**config.mk**
```make
export PLATFORM = sky130hd
export DESIGN_NAME = led_capture
export DESIGN_NICKNAME = d
export VERILOG_FILES = /design/src/rtl/led_capture_pkg.sv /design/src/rtl/led_capture_bitdec.sv /design/src/rtl/led_capture.sv
export SDC_FILE = /design/constraint.sdc
export NUM_CORES = 1
export LEC_CHECK = 0
export BUFFER_PORTS_ARGS = -buffer_cell sky130_fd_sc_hd__buf_2
export CAP_MARGIN = 30
export CORE_UTILIZATION = 45
export CTS_CLUSTER_SIZE = 12
export DETAILED_ROUTE_END_ITERATION = 8
export GPL_TIMING_DRIVEN = 0
export PLACE_DENSITY = 0.66
export RECOVER_POWER = 25
export SLEW_MARGIN = 20
export SYNTH_ARGS = -nofsm -noshare
export SYNTH_HDL_FRONTEND = slang
export SYNTH_SLANG_ARGS = --single-unit
```
**constraint.sdc**
```tcl
create_clock -name clk -period 3.9 [get_ports clk]
set_input_delay 0.585 -clock clk [delete_from_list [all_inputs] [get_ports clk]]
set_output_delay 0.585 -clock clk [all_outputs]
set_load 0.02 [all_outputs]
```
**src/rtl/led_capture_pkg.sv**
```systemverilog
// Shared definitions for the LED serial-link capture block: link timing
// constants common with led_driver, pixel geometry and FSM state types.
package led_capture_pkg;

  // Nominal high times emitted by led_driver, and the end-of-frame low time.
  localparam int T0H_NS         = 350;
  localparam int T1H_NS         = 700;
  localparam int T_RESET_NS_DEF = 50000;

  localparam int BITS_PER_PIXEL = 24;

  typedef enum logic [1:0] {
    DEC_SYNC,
    DEC_LOW,
    DEC_HIGH,
    DEC_END
  } dec_state_e;

  typedef enum logic {
    WB_IDLE,
    WB_WRITE
  } wb_state_e;

  function automatic int ns_to_cycles(input int ns, input int clk_per);
    return ns / clk_per;
  endfunction

endpackage

```
**src/rtl/led_capture_bitdec.sv**
```systemverilog
// Pulse-width bit decoder: synchronises the serial line, measures high and
// low times in clock cycles and classifies them into bits and frame events.
module led_capture_bitdec
  import led_capture_pkg::*;
#(
  parameter int CLK_PER    = 10,
  parameter int T_BIT_NS   = 600,
  parameter int T_HMAX_NS  = 2000,
  parameter int T_RESET_NS = 50000
) (
  input  logic clk,
  input  logic reset,
  input  logic line_i,
  input  logic enable_i,
  output logic bit_valid_o,
  output logic bit_val_o,
  output logic frame_start_o,
  output logic frame_end_o,
  output logic line_err_o
);

  localparam int N_BIT   = ns_to_cycles(T_BIT_NS, CLK_PER);
  localparam int N_HMAX  = ns_to_cycles(T_HMAX_NS, CLK_PER);
  localparam int N_RESET = ns_to_cycles(T_RESET_NS, CLK_PER);
  localparam int CW      = $clog2(N_RESET + 1) + 1;

  localparam logic [CW-1:0] N_BIT_C   = CW'(N_BIT);
  localparam logic [CW-1:0] N_HMAX_C  = CW'(N_HMAX);
  localparam logic [CW-1:0] N_RESET_C = CW'(N_RESET);
  localparam logic [CW-1:0] CNT_MAX   = '1;

  logic          sync1_q, sync2_q;
  dec_state_e    state_q, state_d;
  logic [CW-1:0] cnt_q, cnt_d, cnt_inc;
  logic          open_q, open_d;
  logic          err_q, err_d;

  // Saturating duration counter; the state tracks the last level seen, so a
  // level change while in LOW or HIGH is the edge being waited for.
  assign cnt_inc = (cnt_q == CNT_MAX) ? cnt_q : cnt_q + CW'(1);

  // Two-flop synchroniser for the asynchronous serial input
  always_ff @(posedge clk) begin
    if (!reset) begin
      sync1_q <= 1'b0;
      sync2_q <= 1'b0;
    end else begin
      sync1_q <= line_i;
      sync2_q <= sync1_q;
    end
  end

  // Decoder state register
  always_ff @(posedge clk) begin
    if (!reset) begin
      state_q <= DEC_SYNC;
      cnt_q   <= '0;
      open_q  <= 1'b0;
      err_q   <= 1'b0;
    end else begin
      state_q <= state_d;
      cnt_q   <= cnt_d;
      open_q  <= open_d;
      err_q   <= err_d;
    end
  end

  // Decoder next state and event pulses
  always_comb begin
    state_d       = state_q;
    cnt_d         = cnt_q;
    open_d        = open_q;
    err_d         = err_q;
    bit_valid_o   = 1'b0;
    bit_val_o     = 1'b0;
    frame_start_o = 1'b0;
    frame_end_o   = 1'b0;
    line_err_o    = 1'b0;
    case (state_q)
      DEC_SYNC: begin
        open_d = 1'b0;
        err_d  = 1'b0;
        if (!enable_i || sync2_q) begin
          cnt_d = '0;
        end else begin
          cnt_d = cnt_inc;
          if (cnt_inc >= N_RESET_C) state_d = DEC_LOW;
        end
      end
      DEC_LOW: begin
        if (!enable_i) begin
          cnt_d = '0;
          if (open_q) begin
            line_err_o = 1'b1;
            err_d      = 1'b1;
            state_d    = DEC_END;
          end else begin
            state_d = DEC_SYNC;
          end
        end else if (sync2_q) begin
          state_d = DEC_HIGH;
          cnt_d   = CW'(1);
          if (!open_q) begin
            open_d        = 1'b1;
            frame_start_o = 1'b1;
          end
        end else begin
          cnt_d = cnt_inc;
          if (open_q && cnt_inc >= N_RESET_C) state_d = DEC_END;
        end
      end
      DEC_HIGH: begin
        if (!enable_i) begin
          line_err_o = 1'b1;
          err_d      = 1'b1;
          cnt_d      = '0;
          state_d    = DEC_END;
        end else if (!sync2_q) begin
          bit_valid_o = 1'b1;
          bit_val_o   = (cnt_q >= N_BIT_C);
          cnt_d       = CW'(1);
          state_d     = DEC_LOW;
        end else if (cnt_q > N_HMAX_C) begin
          line_err_o = 1'b1;
          err_d      = 1'b1;
          cnt_d      = '0;
          state_d    = DEC_END;
        end else begin
          cnt_d = cnt_inc;
        end
      end
      DEC_END: begin
        frame_end_o = 1'b1;
        open_d      = 1'b0;
        cnt_d       = '0;
        err_d       = 1'b0;
        state_d     = (err_q || !enable_i) ? DEC_SYNC : DEC_LOW;
      end
      default: state_d = DEC_SYNC;
    endcase
  end

endmodule

```
**src/rtl/led_capture.sv**
```systemverilog
// LED serial-link capture: assembles decoded bits into 24-bit pixels and
// writes them one per word into a frame buffer as a Wishbone master.
module led_capture
  import led_capture_pkg::*;
#(
  parameter int ADDR_WIDTH = 16,
  parameter int DATA_WIDTH = 32,
  parameter int CLK_PER    = 10,
  parameter int T_BIT_NS   = 600,
  parameter int T_HMAX_NS  = 2000,
  parameter int T_RESET_NS = 50000,
  parameter int MAX_PIXELS = 1024
) (
  input  logic                  clk,
  input  logic                  reset,
  output logic [ADDR_WIDTH-1:0] wbm_address,
  output logic [DATA_WIDTH-1:0] wbm_writedata,
  input  logic [DATA_WIDTH-1:0] wbm_readdata,
  output logic                  wbm_strobe,
  output logic                  wbm_cycle,
  output logic                  wbm_write,
  input  logic                  wbm_ack,
  input  logic                  led_data_in,
  input  logic                  cap_enable,
  input  logic [ADDR_WIDTH-1:0] cap_base_addr,
  output logic                  cap_frame_done,
  output logic [15:0]           cap_pixel_count,
  output logic                  cap_error
);

  localparam int          BPP      = BITS_PER_PIXEL;
  localparam logic [4:0]  LAST_BIT = 5'(BPP - 1);
  localparam logic [15:0] MAX_IDX  = 16'(MAX_PIXELS);

  logic bit_valid, bit_val, frame_start, frame_end, line_err;
  logic unused_rd;

  logic [BPP-1:0]        sh_q, sh_d, hold_q, hold_d, pix_next;
  logic [4:0]            bcnt_q, bcnt_d;
  logic                  hold_vld_q, hold_vld_d;
  logic [ADDR_WIDTH-1:0] base_q, base_d, addr_q, addr_d;
  logic [DATA_WIDTH-1:0] data_q, data_d;
  logic [15:0]           idx_q, idx_d, count_q, count_d;
  logic                  end_pend_q, end_pend_d;
  logic                  err_q, err_d, done_q, done_d;
  wb_state_e             wb_q, wb_d;
  logic                  wr_done;

  // Write-only master: read data is never consumed.
  assign unused_rd = ^wbm_readdata;

  led_capture_bitdec #(
    .CLK_PER   (CLK_PER),
    .T_BIT_NS  (T_BIT_NS),
    .T_HMAX_NS (T_HMAX_NS),
    .T_RESET_NS(T_RESET_NS)
  ) u_dec (
    .clk          (clk),
    .reset        (reset),
    .line_i       (led_data_in),
    .enable_i     (cap_enable),
    .bit_valid_o  (bit_valid),
    .bit_val_o    (bit_val),
    .frame_start_o(frame_start),
    .frame_end_o  (frame_end),
    .line_err_o   (line_err)
  );

  assign pix_next = {sh_q[BPP-2:0], bit_val};

  // Wishbone writer next state: one single-beat write per held pixel
  always_comb begin
    wb_d    = wb_q;
    addr_d  = addr_q;
    data_d  = data_q;
    wr_done = 1'b0;
    case (wb_q)
      WB_IDLE: begin
        if (hold_vld_q) begin
          wb_d   = WB_WRITE;
          addr_d = base_q + ADDR_WIDTH'(idx_q);
          data_d = DATA_WIDTH'(hold_q);
        end
      end
      WB_WRITE: begin
        if (wbm_ack) begin
          wb_d    = WB_IDLE;
          wr_done = 1'b1;
        end
      end
      default: wb_d = WB_IDLE;
    endcase
  end

  // Pixel assembly, drop policy, error and frame-done status
  always_comb begin
    sh_d       = sh_q;
    hold_d     = hold_q;
    bcnt_d     = bcnt_q;
    hold_vld_d = hold_vld_q;
    base_d     = base_q;
    idx_d      = idx_q;
    count_d    = count_q;
    end_pend_d = end_pend_q;
    err_d      = err_q;
    done_d     = 1'b0;

    if (wr_done) begin
      idx_d      = idx_q + 16'd1;
      hold_vld_d = 1'b0;
    end

    if (frame_start) begin
      base_d = cap_base_addr;
      idx_d  = '0;
      bcnt_d = '0;
      err_d  = 1'b0;
    end

    if (bit_valid) begin
      sh_d = pix_next;
      if (bcnt_q == LAST_BIT) begin
        bcnt_d = '0;
        // A full holding register or an exhausted buffer drops the pixel.
        if (hold_vld_q || idx_q >= MAX_IDX) begin
          err_d = 1'b1;
        end else begin
          hold_d     = pix_next;
          hold_vld_d = 1'b1;
        end
      end else begin
        bcnt_d = bcnt_q + 5'd1;
      end
    end

    if (line_err) err_d = 1'b1;

    if (frame_end) begin
      if (bcnt_q != '0) err_d = 1'b1;
      bcnt_d     = '0;
      end_pend_d = 1'b1;
    end

    // Report the frame only once the last write has been acknowledged.
    if (end_pend_q && !hold_vld_q) begin
      end_pend_d = 1'b0;
      if (idx_q != '0) begin
        done_d  = 1'b1;
        count_d = idx_q;
      end
    end
  end

  // Control and output registers
  always_ff @(posedge clk) begin
    if (!reset) begin
      wb_q       <= WB_IDLE;
      addr_q     <= '0;
      data_q     <= '0;
      bcnt_q     <= '0;
      hold_vld_q <= 1'b0;
      idx_q      <= '0;
      count_q    <= '0;
      end_pend_q <= 1'b0;
      err_q      <= 1'b0;
      done_q     <= 1'b0;
    end else begin
      wb_q       <= wb_d;
      addr_q     <= addr_d;
      data_q     <= data_d;
      bcnt_q     <= bcnt_d;
      hold_vld_q <= hold_vld_d;
      idx_q      <= idx_d;
      count_q    <= count_d;
      end_pend_q <= end_pend_d;
      err_q      <= err_d;
      done_q     <= done_d;
    end
  end

  // Pixel data registers, qualified by the control state above
  always_ff @(posedge clk) begin
    sh_q   <= sh_d;
    hold_q <= hold_d;
    base_q <= base_d;
  end

  assign wbm_address     = addr_q;
  assign wbm_writedata   = data_q;
  assign wbm_strobe      = (wb_q == WB_WRITE);
  assign wbm_cycle       = (wb_q == WB_WRITE);
  assign wbm_write       = (wb_q == WB_WRITE);
  assign cap_frame_done  = done_q;
  assign cap_pixel_count = count_q;
  assign cap_error       = err_q;

endmodule

```
# [Yosys cells after proc, flatten, opt, wreduce, memory -nomap -nowiden]
# Index checks and enable logic that the tools add are counted.
[totals] output_inout_bits=69 ff_bits=165 in_bits=53 wordCells=133
[op_classes] n_lt_le_gt_ge=4 add_sub_neg=4 n_mux=65 n_reduce_logical=23 bitwise_logic=3 eq_ne=15
[ops] cell="two-way mux 14 bit" count=7
[ops] cell="case mux 14 bit (4 select lines)" count=1
[ops] cell="two-way mux 1 bit" count=40
[ops] cell="two-way mux 2 bit" count=9
[ops] cell="adder 16 x 1 -> 16 bit (second input constant)" count=1
[ops] cell="adder 16 bit" count=1
[ops] cell=">= comparator 16 x 11 -> 1 bit (second input constant)" count=1
[ops] cell="nonzero test 16 bit" count=1
[ops] cell="two-way mux 5 bit" count=3
[ops] cell="adder 14 x 1 -> 14 bit (second input constant)" count=1
[ops] cell="equality test 14 bit (second input constant)" count=1
[ops] cell=">= comparator 14 x 13 -> 1 bit (second input constant)" count=1
[ops] cell=">= comparator 14 x 6 -> 1 bit (second input constant)" count=1
[ops] cell="> comparator 14 x 8 -> 1 bit (second input constant)" count=1
[ops] cell="case mux 2 bit (4 select lines)" count=1
[ops] cell="AND reduction 4 bit" count=2
[ops] cell="OR reduction 2 bit" count=4
[ops] cell="inequality test 2 x 1 -> 1 bit (second input constant)" count=3
[ops] cell="inequality test 2 bit (second input constant)" count=3
[ops] cell="inequality test 3 x 2 -> 1 bit (second input constant)" count=2
[ops] cell="case mux 1 bit (2 select lines)" count=3
[ops] cell="AND reduction 2 bit" count=3
[ops] cell="AND reduction 3 bit" count=2
[ops] cell="adder 5 x 1 -> 5 bit (second input constant)" count=1
[ops] cell="other kinds (13)" count=21

# [Depth between registers and ports, before layout]
[logic_depth] depth_word=11 ltp_mapped=10 depth_no_buf=10

# [By module]
# Synthesis repeated with hierarchy kept, for this count alone.
[unflattened] hier_cells=731 hier_area_um2=7303.3
[by_module_without_submodules] mod="led_capture" area_per_inst_um2=5873.1 seq_area_each_um2=3533.4 n_inst=1 cells_per_inst=545
[by_module_without_submodules] mod="led_capture_bitdec" area_per_inst_um2=1430.1 seq_area_each_um2=400.4 n_inst=1 cells_per_inst=186

# [Worst setup path after synthesis]
# No wires, ideal clock.
[synth_timing] path_type="input port to flip-flop" from="input cap_enable" to="register hold_q[0], enable pin" path_buffers=1 t_required_ns=3.463 arrival_ns=3.604 setup_slack_ns=-0.141 setup_ns=0.437 stages=6 path_cell_list="buf_2 -> and2b_1 -> nand2_1 -> inv_1 -> nand2_1 -> nor3_1"
[synth_between] elab_chain_len=3
[synth_rtl] element="start: declaration" line="led_capture.sv:24" rtl="input logic cap_enable,"
[synth_rtl] element="two-way mux 1 bit" line="led_capture_bitdec.sv:113" rtl="if (!enable_i) begin"
[synth_rtl] element="two-way mux 1 bit" line="led_capture_bitdec.sv:79" rtl="case (state_q)"
[synth_rtl] element="named net bit_valid" line="led_capture.sv:35" rtl="logic bit_valid, bit_val, frame_start, frame_end, line_err;"
[synth_rtl] element="AND reduction 3 bit (no source line)"
[synth_rtl] element="end signal: assignment" line="led_capture.sv:184" rtl="hold_q <= hold_d;"
[synth_rtl] element="end: declaration" line="led_capture.sv:38" rtl="logic [BPP-1:0] sh_q, sh_d, hold_q, hold_d, pix_next;"
# The timed path passes the listed nets, and every way through them passes these cells.
# A chain may end at the register's enable or synchronous reset.

# [Worst setup path in the final report]
[layout_timing] from="register u_dec.state_q[0]" to="register hold_q[13], enable pin"
[layout_between] elab_chain_len=3
[layout_rtl] element="start: declaration" line="led_capture_bitdec.sv:33" rtl="dec_state_e state_q, state_d;"
[layout_rtl] element="start signal: assignment" line="led_capture_bitdec.sv:61" rtl="state_q <= state_d;"
[layout_rtl] element="equality test 2 bit" line="led_capture_bitdec.sv:79"
[layout_rtl] element="two-way mux 1 bit" line="led_capture_bitdec.sv:79"
[layout_rtl] element="named net bit_valid" line="led_capture.sv:35"
[layout_rtl] element="AND reduction 3 bit (no source line)"
# The timed path passes the listed nets, and every way through them passes these cells.

==> results.json <==
{
  "synth_top_area_share_pct": 28.29,
  "synth_seq_cells": 165,
  "rows": 45,
  "ant_nets": 0,
  "drive_gt1_share_pct": 16.67,
  "wire_per_inst_um": 15.54,
  "globalRouteMet2Util_pct": 34.28,
  "fin_util_pct": 55.09,
  "clock_path_buffers": 2,
  "yosys_warnings": 0,
  "synthFlopType": "dfxtp_1",
  "synth.area.top_cells": "dfxtp_1 (28%), edfxtp_1 (26%), nand2_1 (5.4%), a21oi_1 (4.5%), ha_1 (4.3%)",
  "dp.cells": 1012,
  "p_per_area_nw_per_um2": 406.9,
  "ios": 122,
  "initial_core_util_pct": 46.78,
  "worst_pin_slew_ps": 768.1,
  "cts_tree": "yes",
  "drv_cap": 0,
  "netlist_area_um2": 7217,
  "syn_area_per_cell_um2": 10.11,
  "rr_worst_depth": 7,
  "portBuffers": 79,
  "post_cts_buffers": 0,
  "rsz0062_at_grt": "no",
  "setup_viol": 0,
  "cts-hold-fix-buffers": 0,
  "period_share_pct": 67.69,
  "cts_made_buffers": 17,
  "clkTransAtPathRegs_ps": 70,
  "grt_start_max_net_pins": 28,
  "final_nets": 900,
  "grt_antenna_before_repair": 0,
  "die_height_um": 128.6,
  "setup.worst_path.class": "flip-flop to flip-flop",
  "hold_path_depth": 1,
  "synth-edff-count": 63,
  "instances_no_fill": 1045,
  "crit_required_ps": 4030,
  "cts_sinks": 165,
  "hold_path.class": "input pin to flip-flop",
  "max-vdd-ir-drop_v": 0.0003872,
  "status": "completed",
  "h-tree-depth": 4,
  "arrival_ps": 2770,
  "insertion_delay_ps": 430,
  "drt_wl_total_um": 16240,
  "met1_usage_pct": 24.83,
  "grt_pass1_vias": 5165,
  "busiest_layer": "met2",
  "cts_root_buffer": "clkbuf_16",
  "dr.pass1.iters": 5,
  "dp_hpwl_um": 11480,
  "ys_seq_area_share_pct": 54.51,
  "viasPerCell": 5.297,
  "grt_usage_pct": 20.29,
  "maxSlewHeadroom_pct": 48.74,
  "fmax_ghz": 0.3788,
  "gp_congestion": 0.8607,
  "overflow": 0,
  "fin_crit_ps": 2640,
  "critPathCaptureType": "flip-flop",
  "cellLeakagePower_nw": 3.377,
  "critPathLaunchType": "flip-flop",
  "die_area_um2": 16550,
  "post_cts_resized": 0,
  "dr_total_vias": 5535,
  "syn_inst": 714,
  "slew_viol_final": 0,
  "diodes": 0,
  "skew_ps": 18.06,
  "drcViolationCount": 0,
  "syn2layout_area_growth_pct": 17.75,
  "grt_pass1_wl_um": 25490,
  "die_w_um": 128.6,
  "yosys.cell_types.count": 70,
  "met3_usage_pct": 4.948,
  "drt-initial-drc-count": 419,
  "synth.largest_area_cell": "dfxtp_1",
  "async_reset_ff_share_pct": 0,
  "core_um2": 15430,
  "finalHoldViolCount": 0,
  "cp_max_fo": 17
}
-- logic make-up (layout without fill, tap and decap cells) --
logic type / after synthesis / after routing / share of synthesized area [%]
adder cells (fa/ha/maj): 26 / 26 / 4.612
AO/OA/AOI/OAI: 133 / 133 / 11.49
XOR/XNOR: 31 / 31 / 3.762
multiplexers: 21 / 21 / 2.930
flip-flops: 165 / 165 / 54.51
buffers and inverters: 63 / 176 / 4.178
other: 1 / 8 / 0.05196
AND/OR/NAND/NOR: 274 / 274 / 18.46
-- worst paths after layout --
path	startpoint	endpoint	slack, ps
worst max-delay path	u_dec.state_q[0]	hold_q[13]	1260
worst max register to register	u_dec.state_q[0]	hold_q[13]	1260
worst min register to register	sh_q[22]	hold_q[23]	440
worst min-delay path	cap_base_addr[10]	base_q[10]	330
-- cell usage after synthesis (all sizes together), types with 20 or more instances --
library cell and count:
nor2 69, mux2i 20, buf 24, ha 25
dfxtp 102, edfxtp 63, a21oi 66, nand2 103
o21ai 25, nand3 23
-- power breakdown --
| part | total (mW) | internal (mW) | switching (mW) |
|---|---|---|---|
| combinational | 0.0636 | 0.0215 | 0.0421 |
| sequential | 1.78 | 1.78 | 0.00317 |
| clock | 1.61 | 0.909 | 0.703 |
| total | 3.46 | 2.71 | 0.748 |
-- critical path, cell delays in order (launching register included) --
cell,delay (ps)
dfxtp_1,340
inv_1,130
ha_1,270
nand2_1,250
inv_1,360
nand2_1,180
nor3_4,550
buf_8,260
-- state kept, by name, summed over array words and instances (netlist names), 2 cells and up --
| name | count |
|---|---|
| sh_q | 23 |
| idx_q | 16 |
| wbm_writedata | 24 |
| base_q | 16 |
| u_dec.state_q | 2 |
| wbm_address | 16 |
| cap_pixel_count | 16 |
| hold_q | 24 |
| u_dec.cnt_q | 14 |
| bcnt_q | 5 |
-- per-layer routing --
metal  up-vias  routed length (um)
met4         0                 253
met5         -                   0
met1      2665                7284
met3        19                 742
li1       2702                   -
met2       149                7959
-- layout by cell type (no fill, tap or decap), types with 5 or more instances in the layout --
cell type,synthesis,final
xnor2_1,12,12
buf_2,7,77
ha_1,25,25
nand2b_1,10,10
nor2_1,69,69
a21o_1,7,7
or3_1,6,6
mux2i_1,20,20
dfxtp_1,102,102
nor3_1,12,11
conb_1,1,8
clkbuf_16,0,17
xor2_1,19,19
nand4_1,9,9
inv_1,19,19
buf_4,11,11
nand2_1,103,103
nand3_1,22,22
inv_6,0,5
edfxtp_1,63,63
o21ai_0,24,24
clkbuf_1,19,30
a21oi_1,65,65
and3_1,9,9
nor4_1,5,5
-- through the flow --
| step | power, mW | setup WS, ps | cell area (um2) | TNS, ps | hold WS [ps] |
|---|---|---|---|---|---|
| after floorplan | 1.861 | 600.2 | 7248 | 0 | 400.3 |
| after global placement | 1.883 | -256.5 | 7908 | -6233 | 407.9 |
| after detailed placement | 1.884 | 370.8 | 7929 | 0 | 418.3 |
| after CTS | 3.494 | 619.3 | 8494 | 0 | 314.2 |
| after global routing | 3.560 | 1073 | 8498 | 0 | 306.2 |
| final | 3.458 | 1260 | 8498 | 0 | 326.6 |
-- cell type report --
cell class                 count  area, um2
buffer                        43      225.2
clock buffer                  20      446.7
clock inverter                12      118.9
fill                        1365       6929
inverter                      20      75.07
multi-input combinational    493       3019
sequential                   165       3934
tap                          211      264.0
timing repair buffer          81      415.4
Note: power is estimated with default switching activity, not from simulation.
